## src/rtl/blockram_arbiter_if.sv

```systemverilog
// Request, response and RAM-port bundle for the two-client BlockRAM arbiter.
// slave = arbiter side, master = clients plus the attached RAM.
interface blockram_arbiter_if #(
    parameter int ADDR_WIDTH = 10,
    parameter int DATA_WIDTH = 32
);
    logic                  REQ0_VALID;
    logic                  REQ0_READY;
    logic                  REQ0_WE;
    logic [ADDR_WIDTH-1:0] REQ0_ADDR;
    logic [DATA_WIDTH-1:0] REQ0_DI;
    logic                  RESP0_VALID;
    logic                  RESP0_READY;
    logic [DATA_WIDTH-1:0] RESP0_DO;

    logic                  REQ1_VALID;
    logic                  REQ1_READY;
    logic                  REQ1_WE;
    logic [ADDR_WIDTH-1:0] REQ1_ADDR;
    logic [DATA_WIDTH-1:0] REQ1_DI;
    logic                  RESP1_VALID;
    logic                  RESP1_READY;
    logic [DATA_WIDTH-1:0] RESP1_DO;

    logic [ADDR_WIDTH-1:0] RAM_ADDR;
    logic [DATA_WIDTH-1:0] RAM_DI;
    logic                  RAM_WE;
    logic                  RAM_RE;
    logic [DATA_WIDTH-1:0] RAM_DO;

    modport slave (
        input  REQ0_VALID, REQ0_WE, REQ0_ADDR, REQ0_DI, RESP0_READY,
        input  REQ1_VALID, REQ1_WE, REQ1_ADDR, REQ1_DI, RESP1_READY,
        output REQ0_READY, RESP0_VALID, RESP0_DO,
        output REQ1_READY, RESP1_VALID, RESP1_DO,
        output RAM_ADDR, RAM_DI, RAM_WE, RAM_RE,
        input  RAM_DO
    );

    modport master (
        output REQ0_VALID, REQ0_WE, REQ0_ADDR, REQ0_DI, RESP0_READY,
        output REQ1_VALID, REQ1_WE, REQ1_ADDR, REQ1_DI, RESP1_READY,
        input  REQ0_READY, RESP0_VALID, RESP0_DO,
        input  REQ1_READY, RESP1_VALID, RESP1_DO,
        input  RAM_ADDR, RAM_DI, RAM_WE, RAM_RE,
        output RAM_DO
    );
endinterface

```

## src/rtl/blockram_arbiter.sv

```systemverilog
// Round-robin arbiter sharing one single-port BlockRAM between two clients,
// with one in-flight read and a one-entry response buffer per client.
module blockram_arbiter #(
    parameter int ADDR_WIDTH = 10,
    parameter int DATA_WIDTH = 32
) (
    input  logic              CLK,
    input  logic              RST_N,
    blockram_arbiter_if.slave bus
);

    logic [1:0]            req_valid;
    logic [1:0]            req_we;
    logic [1:0]            resp_ready;
    logic [ADDR_WIDTH-1:0] req_addr [2];
    logic [DATA_WIDTH-1:0] req_di   [2];

    assign req_valid     = {bus.REQ1_VALID, bus.REQ0_VALID};
    assign req_we        = {bus.REQ1_WE, bus.REQ0_WE};
    assign resp_ready    = {bus.RESP1_READY, bus.RESP0_READY};
    assign req_addr[0]   = bus.REQ0_ADDR;
    assign req_addr[1]   = bus.REQ1_ADDR;
    assign req_di[0]     = bus.REQ0_DI;
    assign req_di[1]     = bus.REQ1_DI;

    logic                  prio_q, prio_d;
    logic                  infl_v_q, infl_v_d;
    logic                  infl_id_q, infl_id_d;
    logic [1:0]            resp_valid_q, resp_valid_d;
    logic [DATA_WIDTH-1:0] resp_do_q [2];
    logic [DATA_WIDTH-1:0] resp_do_d [2];

    logic [1:0] own_infl;
    logic [1:0] elig_wr;
    logic [1:0] elig_rd;
    logic [1:0] elig;
    logic       gnt_v;
    logic       gnt_id;

    // A read needs a free (or draining) buffer and no read of its own in flight.
    always_comb begin
        own_infl = {infl_v_q & infl_id_q, infl_v_q & ~infl_id_q};
        elig_wr  = req_valid & req_we;
        elig_rd  = req_valid & ~req_we
                 & (~resp_valid_q | resp_ready)
                 & ~own_infl;
        elig     = elig_wr | elig_rd;
    end

    always_comb begin
        gnt_v  = |elig;
        gnt_id = elig[1];
        if (&elig) begin
            gnt_id = prio_q;
        end
    end

    logic [1:0]            req_ready;
    logic [ADDR_WIDTH-1:0] ram_addr;
    logic [DATA_WIDTH-1:0] ram_di;
    logic                  ram_we;
    logic                  ram_re;

    // Outputs are held quiet for as long as reset is asserted.
    always_comb begin
        req_ready = '0;
        ram_addr  = '0;
        ram_di    = '0;
        ram_we    = 1'b0;
        ram_re    = 1'b0;
        if (gnt_v && RST_N) begin
            req_ready[gnt_id] = 1'b1;
            ram_addr          = req_addr[gnt_id];
            ram_di            = req_di[gnt_id];
            ram_we            = req_we[gnt_id];
            ram_re            = ~req_we[gnt_id];
        end
    end

    always_comb begin
        prio_d       = prio_q;
        infl_v_d     = 1'b0;
        infl_id_d    = infl_id_q;
        resp_valid_d = resp_valid_q & ~resp_ready;
        resp_do_d    = resp_do_q;
        if (gnt_v) begin
            prio_d = ~gnt_id;
            if (!req_we[gnt_id]) begin
                infl_v_d  = 1'b1;
                infl_id_d = gnt_id;
            end
        end
        // Capture after dequeue so a same-edge capture keeps the buffer full.
        if (infl_v_q) begin
            resp_valid_d[infl_id_q] = 1'b1;
            resp_do_d[infl_id_q]    = bus.RAM_DO;
        end
    end

    always_ff @(posedge CLK or negedge RST_N) begin
        if (!RST_N) begin
            prio_q       <= 1'b0;
            infl_v_q     <= 1'b0;
            infl_id_q    <= 1'b0;
            resp_valid_q <= '0;
            resp_do_q[0] <= '0;
            resp_do_q[1] <= '0;
        end else begin
            prio_q       <= prio_d;
            infl_v_q     <= infl_v_d;
            infl_id_q    <= infl_id_d;
            resp_valid_q <= resp_valid_d;
            resp_do_q[0] <= resp_do_d[0];
            resp_do_q[1] <= resp_do_d[1];
        end
    end

    assign bus.REQ0_READY  = req_ready[0];
    assign bus.REQ1_READY  = req_ready[1];
    assign bus.RESP0_VALID = resp_valid_q[0];
    assign bus.RESP1_VALID = resp_valid_q[1];
    assign bus.RESP0_DO    = resp_do_q[0];
    assign bus.RESP1_DO    = resp_do_q[1];
    assign bus.RAM_ADDR    = ram_addr;
    assign bus.RAM_DI      = ram_di;
    assign bus.RAM_WE      = ram_we;
    assign bus.RAM_RE      = ram_re;

endmodule

```

## src/flat_wrapper.sv

```systemverilog
// flat-port wrapper written by rule: the top's interface ports become plain ports
module blockram_arbiter_flat 
#(
    parameter int ADDR_WIDTH = 10,
    parameter int DATA_WIDTH = 32
)
  (CLK, RST_N, bus_REQ0_VALID, bus_REQ0_WE, bus_REQ0_ADDR, bus_REQ0_DI, bus_RESP0_READY, bus_REQ1_VALID, bus_REQ1_WE, bus_REQ1_ADDR, bus_REQ1_DI, bus_RESP1_READY, bus_REQ0_READY, bus_RESP0_VALID, bus_RESP0_DO, bus_REQ1_READY, bus_RESP1_VALID, bus_RESP1_DO, bus_RAM_ADDR, bus_RAM_DI, bus_RAM_WE, bus_RAM_RE, bus_RAM_DO);
  blockram_arbiter_if #(.ADDR_WIDTH(ADDR_WIDTH), .DATA_WIDTH(DATA_WIDTH)) bus_i ();
  input  logic CLK;
  input  logic RST_N;
  input wire logic [$bits(bus_i.REQ0_VALID)-1:0] bus_REQ0_VALID;
  input wire logic [$bits(bus_i.REQ0_WE)-1:0] bus_REQ0_WE;
  input wire logic [$bits(bus_i.REQ0_ADDR)-1:0] bus_REQ0_ADDR;
  input wire logic [$bits(bus_i.REQ0_DI)-1:0] bus_REQ0_DI;
  input wire logic [$bits(bus_i.RESP0_READY)-1:0] bus_RESP0_READY;
  input wire logic [$bits(bus_i.REQ1_VALID)-1:0] bus_REQ1_VALID;
  input wire logic [$bits(bus_i.REQ1_WE)-1:0] bus_REQ1_WE;
  input wire logic [$bits(bus_i.REQ1_ADDR)-1:0] bus_REQ1_ADDR;
  input wire logic [$bits(bus_i.REQ1_DI)-1:0] bus_REQ1_DI;
  input wire logic [$bits(bus_i.RESP1_READY)-1:0] bus_RESP1_READY;
  output wire logic [$bits(bus_i.REQ0_READY)-1:0] bus_REQ0_READY;
  output wire logic [$bits(bus_i.RESP0_VALID)-1:0] bus_RESP0_VALID;
  output wire logic [$bits(bus_i.RESP0_DO)-1:0] bus_RESP0_DO;
  output wire logic [$bits(bus_i.REQ1_READY)-1:0] bus_REQ1_READY;
  output wire logic [$bits(bus_i.RESP1_VALID)-1:0] bus_RESP1_VALID;
  output wire logic [$bits(bus_i.RESP1_DO)-1:0] bus_RESP1_DO;
  output wire logic [$bits(bus_i.RAM_ADDR)-1:0] bus_RAM_ADDR;
  output wire logic [$bits(bus_i.RAM_DI)-1:0] bus_RAM_DI;
  output wire logic [$bits(bus_i.RAM_WE)-1:0] bus_RAM_WE;
  output wire logic [$bits(bus_i.RAM_RE)-1:0] bus_RAM_RE;
  input wire logic [$bits(bus_i.RAM_DO)-1:0] bus_RAM_DO;
  assign bus_i.REQ0_VALID = bus_REQ0_VALID;
  assign bus_i.REQ0_WE = bus_REQ0_WE;
  assign bus_i.REQ0_ADDR = bus_REQ0_ADDR;
  assign bus_i.REQ0_DI = bus_REQ0_DI;
  assign bus_i.RESP0_READY = bus_RESP0_READY;
  assign bus_i.REQ1_VALID = bus_REQ1_VALID;
  assign bus_i.REQ1_WE = bus_REQ1_WE;
  assign bus_i.REQ1_ADDR = bus_REQ1_ADDR;
  assign bus_i.REQ1_DI = bus_REQ1_DI;
  assign bus_i.RESP1_READY = bus_RESP1_READY;
  assign bus_REQ0_READY = bus_i.REQ0_READY;
  assign bus_RESP0_VALID = bus_i.RESP0_VALID;
  assign bus_RESP0_DO = bus_i.RESP0_DO;
  assign bus_REQ1_READY = bus_i.REQ1_READY;
  assign bus_RESP1_VALID = bus_i.RESP1_VALID;
  assign bus_RESP1_DO = bus_i.RESP1_DO;
  assign bus_RAM_ADDR = bus_i.RAM_ADDR;
  assign bus_RAM_DI = bus_i.RAM_DI;
  assign bus_RAM_WE = bus_i.RAM_WE;
  assign bus_RAM_RE = bus_i.RAM_RE;
  assign bus_i.RAM_DO = bus_RAM_DO;
  blockram_arbiter #(.ADDR_WIDTH(ADDR_WIDTH), .DATA_WIDTH(DATA_WIDTH)) u_core (.CLK(CLK), .RST_N(RST_N), .bus(bus_i));
endmodule
```

## config.mk

```make
export PLATFORM = sky130hd
export DESIGN_NAME = blockram_arbiter_flat
export DESIGN_NICKNAME = d
export VERILOG_FILES = /design/src/rtl/blockram_arbiter_if.sv /design/src/rtl/blockram_arbiter.sv /design/src/flat_wrapper.sv
export SDC_FILE = /design/constraint.sdc
export NUM_CORES = 1
export LEC_CHECK = 0
export ABC_AREA = 1
export CORE_AREA = 3 3 121 94
export DETAILED_ROUTE_END_ITERATION = 8
export DIE_AREA = 0 0 124 97
export GPL_TIMING_DRIVEN = 0
export PLACE_DENSITY = 0.76
export SYNTH_ARGS = -nofsm -noshare
export SYNTH_HDL_FRONTEND = slang
export SYNTH_SLANG_ARGS = --single-unit
```

## constraint.sdc

```tcl
create_clock -name CLK -period 1.8 [get_ports CLK]
set_clock_uncertainty 0.2 [all_clocks]
set_input_delay 0.27 -clock CLK [delete_from_list [all_inputs] [get_ports CLK]]
set_output_delay 0.27 -clock CLK [all_outputs]
set_load 0.05 [all_outputs]
```

Word-level counts from Yosys, hierarchy flattened
Index checks and enable logic that the tools add are counted.

word-level totals
  bits in registers = 69
  bits of input ports = 124
  output and inout port bits = 112
  logic and storage cells = 63

cells by class
  magnitude comparators = 7
  mux-type cells = 24
  bitwise gates (word level) = 19
  reductions and logical operators = 7

operators by type and width
  kind                  count
  $mux W32              5
  $bwmux W64            1
  $mux W10              4
  $demux W32 S1         1
  $and A2 B2 Y2         5
  $mux W1               9
  $not A2 Y2            4
  $or A2 B2 Y2          3
  $ge A2 B2 Y1 const B  2
  $logic_and A1 B1 Y1   4
  $lt A1 B2 Y1 const B  2
  $mux W2               2
  $not A1 Y2            2
  $reduce_and A2 Y1     2
  $not A1 Y1            3
  $and A1 B1 Y1         2
  $demux W1 S1          2
  $ge A1 B1 Y1 const B  2
  $lt A2 B1 Y1 const B  1
  $reduce_or A2 Y1      1

Logic depth before layout (Yosys ltp)
Gate-level depths: netlist of run 1.

  depth after elaboration = 12
  gate-level depth with buffers = 11
  depth with buffers taken out = 10

Worst setup path before layout of run 1
No wires, ideal clock.

  kind = flip-flop to output port
  start = register u_core.resp_valid_q[1]
  end = output port bus_RAM_DI[22]
  arrival time = 1.929 ns
  required time = 1.330 ns
  path slack = -0.599 ns
  cell stages (with the launch flop) = 9
  path buffers = 1
  cells stage by stage = dfrtp_1 nand2_1 nand2_1 a21oi_1 nand2_2 nor2_4 buf_4 nand2_1 nand2_1

between the ends
  cells in the longest elaborated chain, start to end = 12
  elaborated cells on any way between the ends = 14
  those cells by class = mux (5); bitwise (6); reduce/logical (3)

RTL lines
  item                                         line                     text
  start: declaration                           blockram_arbiter.sv:29   logic [1:0] resp_valid_q, resp_valid_d;
  start signal: assignment                     blockram_arbiter.sv:112  resp_valid_q <= resp_valid_d;
  $not A2 Y2 *                                 blockram_arbiter.sv:45   & (~resp_valid_q | resp_ready)
  $or A2 B2 Y2 *                               blockram_arbiter.sv:45
  $and A2 B2 Y2 *                              blockram_arbiter.sv:45
  $and A2 B2 Y2 *                              blockram_arbiter.sv:46   & ~own_infl;
  $or A2 B2 Y2 *                               blockram_arbiter.sv:47   elig = elig_wr | elig_rd;
  $reduce_and A2 Y1                            blockram_arbiter.sv:53   if (&elig) begin
  $mux W1                                      blockram_arbiter.sv:53
  $not A1 Y2 (not written as such)             blockram_arbiter.sv:74   ram_di = req_di[gnt_id];
  $mux W32 (not written as such) (3 in a row)  blockram_arbiter.sv:74
  $mux W32 *                                   blockram_arbiter.sv:71   if (gnt_v && RST_N) begin
  end: declaration                             flat_wrapper.sv:28       output wire logic [$bits(bus_i.RAM_DI)-1:0] bus_RAM_DI;

Every way passes the cells marked *; elsewhere a longest branch is shown, timed or not. The select of a mux whose other input is x is not followed.

Worst setup path after layout of run 1
  start = input port bus_RESP1_READY
  end = output port bus_RAM_ADDR[2]

between the ends
  cells in the longest elaborated chain, start to end = 11
  elaborated cells on any way between the ends = 13
  those cells by class = mux (5); bitwise (5); reduce/logical (3)

RTL lines
  item                                         line                    text
  start: declaration                           flat_wrapper.sv:20      input wire logic [$bits(bus_i.RESP1_READY)-1:0] bus_RESP1_READY;
  $or A2 B2 Y2 *                               blockram_arbiter.sv:45
  $and A2 B2 Y2 *                              blockram_arbiter.sv:45
  $and A2 B2 Y2 *                              blockram_arbiter.sv:46
  $or A2 B2 Y2 *                               blockram_arbiter.sv:47
  $reduce_and A2 Y1                            blockram_arbiter.sv:53
  $mux W1                                      blockram_arbiter.sv:53
  $not A1 Y2 (not written as such)             blockram_arbiter.sv:73  ram_addr = req_addr[gnt_id];
  $mux W10 (not written as such) (3 in a row)  blockram_arbiter.sv:73
  $mux W10 *                                   blockram_arbiter.sv:71
  end: declaration                             flat_wrapper.sv:27      output wire logic [$bits(bus_i.RAM_ADDR)-1:0] bus_RAM_ADDR;

Marked as above.

==> results.md, run 1 <==
Routing:
- The number of antenna-violating nets in the routed design is 0.
- The detail-routed via count per cell is 4.73.
- The total wire length is 15.4 mm.
- The vias after detailed routing is 3868.
- The remaining routing DRC violations is 0.
- The number of violations reported at the end of detailed-routing iteration 0 is 114.
- The pre-antenna-repair detailed-routing pass consisted of 4 iterations.
- Dividing the detail-routed wire length by the instance count gives 18.9 µm.

Placed design:
- The count of buffers inserted at the top-level ports is 235.
- The total placed instance area is 6070 µm².
- The HPWL after detailed placement is 10.0 mm.
- Routability-driven placement finished with a final weighted congestion of 0.873.

Finish:
- The post-route netlist has 32.6% of its cells at a drive strength greater than 1.
- The final design instance area without fill is 7140 µm².
- Cells fill 69.7% of the core in the end.
- The area of all sequential standard cells is 1730 µm².
- The multi-input combinational cells in the finished layout cover a total of 1850 µm².
- Counting the fill cells in the layout gives 762.
- Leaving out fill and tap cells, the most frequent cell in the layout is clkdlybuf4s50_1.
- The growth of design area from synthesis to finish is 126%.
- In the layout the commonest cells are 121 x clkdlybuf4s50_1, 98 x nand2_1, 72 x nand2_4, 67 x dlygate4sd2_1, 67 x dfrtp_1.
- The number of antenna diodes is 0.
- For this run, the post-layout net count is 801.

STA:
- Setup total negative slack on the finished layout was measured at -33.47 ns.
- The worst pin sits at a relative slew slack of 57.9%.
- The final-report max-slew violation count is 0.
- The transition time of the tightest slew-check pin is 0.631 ns.
- The slack of the critical path is -0.780 ns.
- The final hold violation count was 69.
- The achievable clock frequency is 0.388 GHz.
- The fraction of the cycle the final worst path needs is 143%.
- Setup repair after global routing could not meet its margin everywhere.
- The final setup violation count is 46.
- The time the final worst path needs with I/O delays and setup is 2.58 ns.
- The worst hold margin is -0.259 ns.

Die:
- The starting density of the core is 30.9%.
- The core region is 10200 µm².
- The floorplan step set the die width to 124 µm.
- The floorplan step defined a die boundary enclosing 12000 µm².
- The placement row count is 32.
- The total I/O pin count is 236.
- From bottom edge to top edge, the die measures 97 µm.

Synthesis:
- The sequential-to-total area share from yosys stat is 54.6%.
- The Yosys step of the flow raised 0 warnings.
- The top cell type by area accounts for 54.6% of the synthesized area.
- The number of unique standard cell types used by synthesis is 15.
- In this run the cell area of the synthesized design comes to 3160 µm².
- The biggest area contributor in the post-synthesis netlist is dfrtp_1.
- The number of nets handed over by synthesis was 536.
- Yosys attributes the largest share of cell area to dfrtp_1 55%, nand2_1 24%, o21ai_0 10%.
- In the synthesized netlist, the number of instances is 412.
- After synthesis the netlist holds a flip-flop and latch count of 69.
- A synthesized cell averages 7.68 µm².

Pwr:
- Dividing total power by cell area gives a power density of 1570 nW/µm².
- Combinational cells account for 58.4% of the total power.
- In this run the static leakage power is 3.63 nW.
- The internal power is 5.46 mW.
- IR analysis of the VDD net gives a maximum drop of 1.16 mV.
- The sequential cell fraction of total power is 24.3%.
- The clock network is responsible for 17.3% of the overall power.
- The total net switching power is 5.72 mW.
- Of the total power, the share spent switching nets is 51.1%.

Global routing:
- The maximum number of pins on one net before global-route repair is 71.
- The wire length of the first global-routing pass is 21.3 mm.
- The number of antenna violations at the first check in global routing is 0.
- The via count of the first global-routing pass is 3923.
- Global routing consumed, over all layers together, 22.9% of the routing resources.
- The total overflow left after global routing is 0.

Setup path:
- Data arrives at the worst endpoint at 2.11 ns.
- The type of element capturing the critical path is an output port.
- At the worst endpoint, the required time is 1.33 ns.
- Along the worst path, the maximum fanout reaches 5.
- The critical path start-end classification is input pin to output port.
- STA classifies the critical path startpoint as an input pin.

Hold path:
- The path class of the tightest hold or removal check is input pin to asynchronous set/reset pin.

Clock network:
- CTS saw 69 sinks.
- TritonCTS built the clock tree.
- For the worst-skew pair, the clock arrives at the later sink with an insertion delay of 0.32 ns.
- The clock edge transition at the registers on the reported setup and hold paths is 0.06 ns.
- Counting along the longest clock path gives a buffer depth of 2.
- In this run, CTS created clock tree buffers numbering 9.
- The H-tree generated during clock tree synthesis spans 3 levels.
- The clock tree root driver cell is clkbuf_16.

Status:
- The checks that failed: negative hold slack, negative setup slack.
- The flow ran to the end, but the final reports show violations.

Flow run:
- The number of maximum-capacitance constraint violations is 0.
==> critical path, stage by stage <==
cell and delay (ns):
clkdlybuf4s50_1 0.47, inv_1 0.06, nand2_2 0.08, a21oi_2 0.06
o21ai_2 0.18, nand2_2 0.14, nor2_4 0.24, buf_6 0.17
buf_8 0.15, nand2_2 0.08, nand2_4 0.06, buf_8 0.14
==> state kept, by name, indices dropped and copies added (netlist names) <==
signal and cells:
u_core.bus.RESP0_DO 32, u_core.bus.RESP1_DO 32, u_core.infl_id_q 1, u_core.infl_v_q 1, u_core.prio_q 1, u_core.resp_valid_q 2
==> metal layers <==
metal  track usage (%)  part of all wire (%)
met3              8.07                   9.0
met1              25.1                    35
met4              7.58                   5.0
met2              40.5                    51
met5                 0                     0
==> synthesized netlist by cell type, drive strengths merged <==
library cell  number
o21ai             66
inv               41
nand3              3
nand2            205
dfrtp             69
clkbuf            12
buf               10
nor2               3
a21oi              3
==> cells by family after synthesis <==
logic type	Yosys count	synth area share (%)
AND/OR/NAND/NOR	211	25.9
buffers and inverters	63	8.43
AO/OA/AOI/OAI	69	11.0
flip-flops	69	54.6
==> layout make-up <==
cell class / count / area share, %
plain buffers: 22 / 2.68
clock buffers: 10 / 3.35
clock inverters: 6 / 1.31
inverters: 41 / 2.15
multi-input cells: 280 / 25.9
flip-flops and latches: 69 / 24.2
well taps: 136 / 2.38
repair buffers: 254 / 38.1
==> power groups by stage <==
stage	sequential, mW	clock (mW)	combinational, mW
2_1_floorplan	5.25	0	1.55
3_3_place_gp	2.71	0	6.46
3_5_place_dp	2.74	0	6.54
4_1_cts	2.71	1.97	6.41
5_1_grt	2.81	2.04	6.84
6_report	2.72	1.93	6.53
==> through the flow <==
step                      hold WS [ns]  cells  setup WS, ns  power (mW)
final                           -0.259    818        -0.780        11.2
after global routing            -0.217    818        -0.876        11.7
after CTS                       -0.240    813        -0.676        11.1
after detailed placement         0.238    783         -1.46        9.28
after global placement           0.265    783         -3.65        9.17
after floorplan                 -0.226    412        -0.267        6.80
==> final timing paths <==
kind / slack, ns / start / cells past startpoint / end
worst max-delay path: -0.78 / bus_RESP1_READY / 12 / bus_RAM_ADDR[2]
worst min-delay path: -0.26 / RST_N / 1 / u_core.bus.RESP1_DO[17]
worst max register to register: 0.12 / u_core.infl_id_q / 6 / u_core.bus.RESP0_DO[14]
worst min register to register: 0.28 / u_core.bus.RESP0_DO[1] / 2 / u_core.bus.RESP0_DO[1]
max in group asynchronous: 1.17 / RST_N / 1 / u_core.resp_valid_q[0]
min in group CLK: 0.17 / bus_RESP0_READY / 4 / u_core.resp_valid_q[0]
==> timing repair <==
| item | 4_1_cts | 5_1_grt |
|---|---|---|
| endpoints found under the hold margin | 69 | 69 |
| pin swaps | 7 | 5 |
| cloned | 4 | 2 |
| resized for setup | 511 | 53 |
| setup endpoints to repair | 140 | 86 |
| setup buffers | 10 | 3 |
Note: power is estimated with default switching activity, not from simulation.
==> run 2: changes to the inputs <==
--- a/config.mk
+++ b/config.mk
@@ -11,6 +11,7 @@
 export DIE_AREA = 0 0 124 97
 export GPL_TIMING_DRIVEN = 0
 export PLACE_DENSITY = 0.76
+export REMOVE_ABC_BUFFERS = 1
 export SYNTH_ARGS = -nofsm -noshare
 export SYNTH_HDL_FRONTEND = slang
 export SYNTH_SLANG_ARGS = --single-unit
==> run 2 against run 1 <==
  * Highest routed layer unchanged
  * Utilization down 6.2 points
  * Register-to-register slack better by 0.09 ns
  * Largest cell class unchanged
  * Worst setup slack improved by 0.083 ns
  * Sequential power about the same
  * The flow still finishes with violations (negative hold slack, negative setup slack)
==> results.md, run 2 (synthesis results as in run 1) <==
STA:
- The final hold violation count is 69 (unchanged).
- The setup TNS after final layout is -29.70 ns (+3.77 ns).
- Setup repair after global routing could not meet its margin everywhere.
- The final-report max-slew violation count is 0 (unchanged).
- The final setup violation count is 46 (unchanged).
- The time the final worst path needs with I/O delays and setup was 2.50 ns (-0.0828 ns).
- The achievable clock frequency is 0.400 GHz (+3.3%).
- The fraction of the cycle the final worst path needs was 139% (-4.6 points).
- The normalized max-slew margin is 37.3% (-21 points).
- The worst hold margin is -0.104 ns (+0.155 ns).
- The transition time of the tightest slew-check pin is 0.940 ns (+0.309 ns).
- The slack of the critical path came to -0.697 ns (+0.0828 ns).

Die:
- The core area is 10200 µm² (unchanged).
- The starting density of the core came to 30.9% (unchanged).
- The total I/O pin count is 236 (unchanged).
- The floorplan die width is 124 µm (unchanged).
- The placement row count is 32 (unchanged).
- The die outline area is 12000 µm² (unchanged).
- The die height is 97 µm (unchanged).

Routing:
- The total wire length is 12.8 mm (-17%).
- The number of violations reported at the end of detailed-routing iteration 0 is 269 (+140%).
- The number of antenna-violating nets in the routed design is 0 (unchanged).
- The average wire length per cell after detail routing is 15.8 µm (-16%).
- The detail-routed via count per cell was 4.43 (-6.3%).
- The vias after detailed routing came to 3580 (-7.4%).
- The first-pass detailed-route iteration total is 4 (unchanged).
- The remaining routing DRC violations is 0 (unchanged).

Global routing:
- The total congestion overflow was 0 (unchanged).
- The aggregate global-route resource usage is 20.7% (-2.2 points).
- The maximum number of pins on one net before global-route repair is 72 (+1.4%).
- The via count of the first global-routing pass is 3683 (-6.1%).
- The number of antenna violations at the first check in global routing is 0 (unchanged).
- The wire length of the first global-routing pass was 19.3 mm (-9.1%).

Finish:
- The commonest non-fill, non-tap cell in the layout is nand2_1.
- The number of antenna diodes was 0 (unchanged).
- The growth of design area from synthesis to finish is 106%.
- The final cell count without fillers is 808 (-1.2%).
- The fill cell instance count of the final layout is 875 (+15%).
- The final design instance area without fill is 6500 µm² (-8.9%).
- The fraction of layout cells with a size suffix above 1 is 21.3% (-11 points).
- In the layout the commonest cells are 165 x nand2_1, 122 x clkdlybuf4s50_1, 69 x dfrtp_1, 66 x dlygate4sd2_1, 65 x o21ai_0.
- The final net count was 791 (-1.2%).

Flow run:
- The number of maximum-capacitance constraint violations is 0 (unchanged).

Pwr:
- The leakage dissipation is 3.30 nW (-9.0%).
- The worst vdd rail ir drop is 0.911 mV (-21%).
- The power density of the placed cells is 1660 nW/µm² (+6.1%).

Clock network:
- The CTS tree is yes.
- The CTS H-tree depth is 3 (unchanged).
- The number of buffers created by CTS is 9 (unchanged).
- The clock edge transition at the registers on the reported setup and hold paths is 0.06 ns (about the same).
- The clock network latency to the later pin of the worst-skew pair is 0.32 ns (about the same).
- The clock tree root driver cell is clkbuf_16.
- The total clock sinks came to 69 (unchanged).
- The clock tree buffer depth came to 2 (unchanged).

Setup path:
- The top fanout value on the critical path is 5 (unchanged).
- The critical path start-end classification is flip-flop to output port.
- STA classifies the critical path startpoint as a flip-flop.
- The data arrival time of the critical path was 2.03 ns (-0.08 ns).
- The type of element capturing the critical path is an output port.
- The required time of the worst setup path came to 1.33 ns (about the same).

Placed design:
- The count of buffers inserted at the top-level ports is 235 (unchanged).
- The number of placed cells counting well taps is 763 (-2.6%).
- The pre-CTS worst setup slack is -1.85 ns (-0.389 ns).
- The detailed-placement wirelength estimate was 8.47 mm (-15%).
- The total placed instance area came to 5620 µm² (-7.6%).
- The final weighted congestion in routability-driven placement is 0.859 (-1.7%).

Status:
- The flow ran to the end, but the final reports show violations.
- The checks that failed: negative hold slack, negative setup slack.

Hold path:
- The type of the tightest min-delay check is input pin to asynchronous set/reset pin.
[run 2: changes by cell type in the layout (fill, tap and decap cells not counted), moves of 3 or more]
cell      delta
buf_8       -30
nand2_2      -6
clkbuf_2    -10
buf_6       +33
buf_4        -3
nor2_4       +6
nand2_4     -60
nand2_1     +67
[run 2: timing repair]
action / in CTS / in global routing
gates resized for setup: 448 / 37
setup buffers: 19 / 3
endpoints found under the setup margin: 112 / 46
cloned: 7 / 0
pin swaps: 17 / 9
hold endpoints to repair: 69 / 69
[run 2: metrics by stage]
step,hold WS (ns),power (mW),util (%)
floorplan,-0.226,6.57,-
global placement,0.267,8.87,54.4
detailed placement,0.238,9.01,54.8
CTS,-0.0809,10.8,62.0
global route,-0.0353,11.3,63.5
finish,-0.104,10.8,63.5
[run 2: path summary, 6_finish.rpt]
kind                                    startpoint  cells past startpoint  slack, ns                 endpoint
setup / recovery                  u_core.infl_id_q                     14      -0.70           bus_RAM_DI[18]
hold / removal                               RST_N                      1      -0.10   u_core.bus.RESP0_DO[7]
setup reg to reg                   u_core.infl_v_q                      8       0.21         u_core.infl_id_q
hold reg to reg            u_core.bus.RESP0_DO[21]                      2       0.28  u_core.bus.RESP0_DO[21]
max in group asynchronous                    RST_N                      1       0.90  u_core.bus.RESP0_DO[20]
min in group CLK           u_core.bus.RESP0_DO[21]                      2       0.28  u_core.bus.RESP0_DO[21]
[run 2: worst max-delay path, stage by stage, from the launching register on]
cell and delay [ns]:
dfrtp_1 0.42, inv_2 0.06, nand2_4 0.07, nand2_4 0.05, nand2_4 0.08, nand2_2 0.05
o21ai_2 0.06, buf_6 0.15, nand2_8 0.09, nor2_4 0.16, buf_6 0.14, buf_6 0.10
nand2_2 0.04, nand2_2 0.06, buf_8 0.14
[run 2: layer usage]
metal	share of wire, %	GRT usage, %	vias to the layer above	routed length [µm]
li1	-	-	1787	-
met3	4.5	3.62	22	578
met4	2.0	6.48	0	259
met1	42	26.2	1670	5370
met2	51	35.5	101	6570
met5	0	0	-	0
[run 2: where the power goes]
part           switching [mW]  internal, mW  total [mW]
logic                    4.46          1.77        6.23
registers               0.390          2.30        2.69
clock network           0.668          1.22        1.88
[run 2: layout make-up]
type                    instances  area, µm²  area share [%]
multi-input cells             287       1450            22.3
well taps                     136        170            2.62
inverters                      41        161            2.48
flip-flops and latches         69       1730            26.5
clock buffers                   9        225            3.46
repair buffers                259       2670            41.1
clock inverters                 7       97.6            1.50
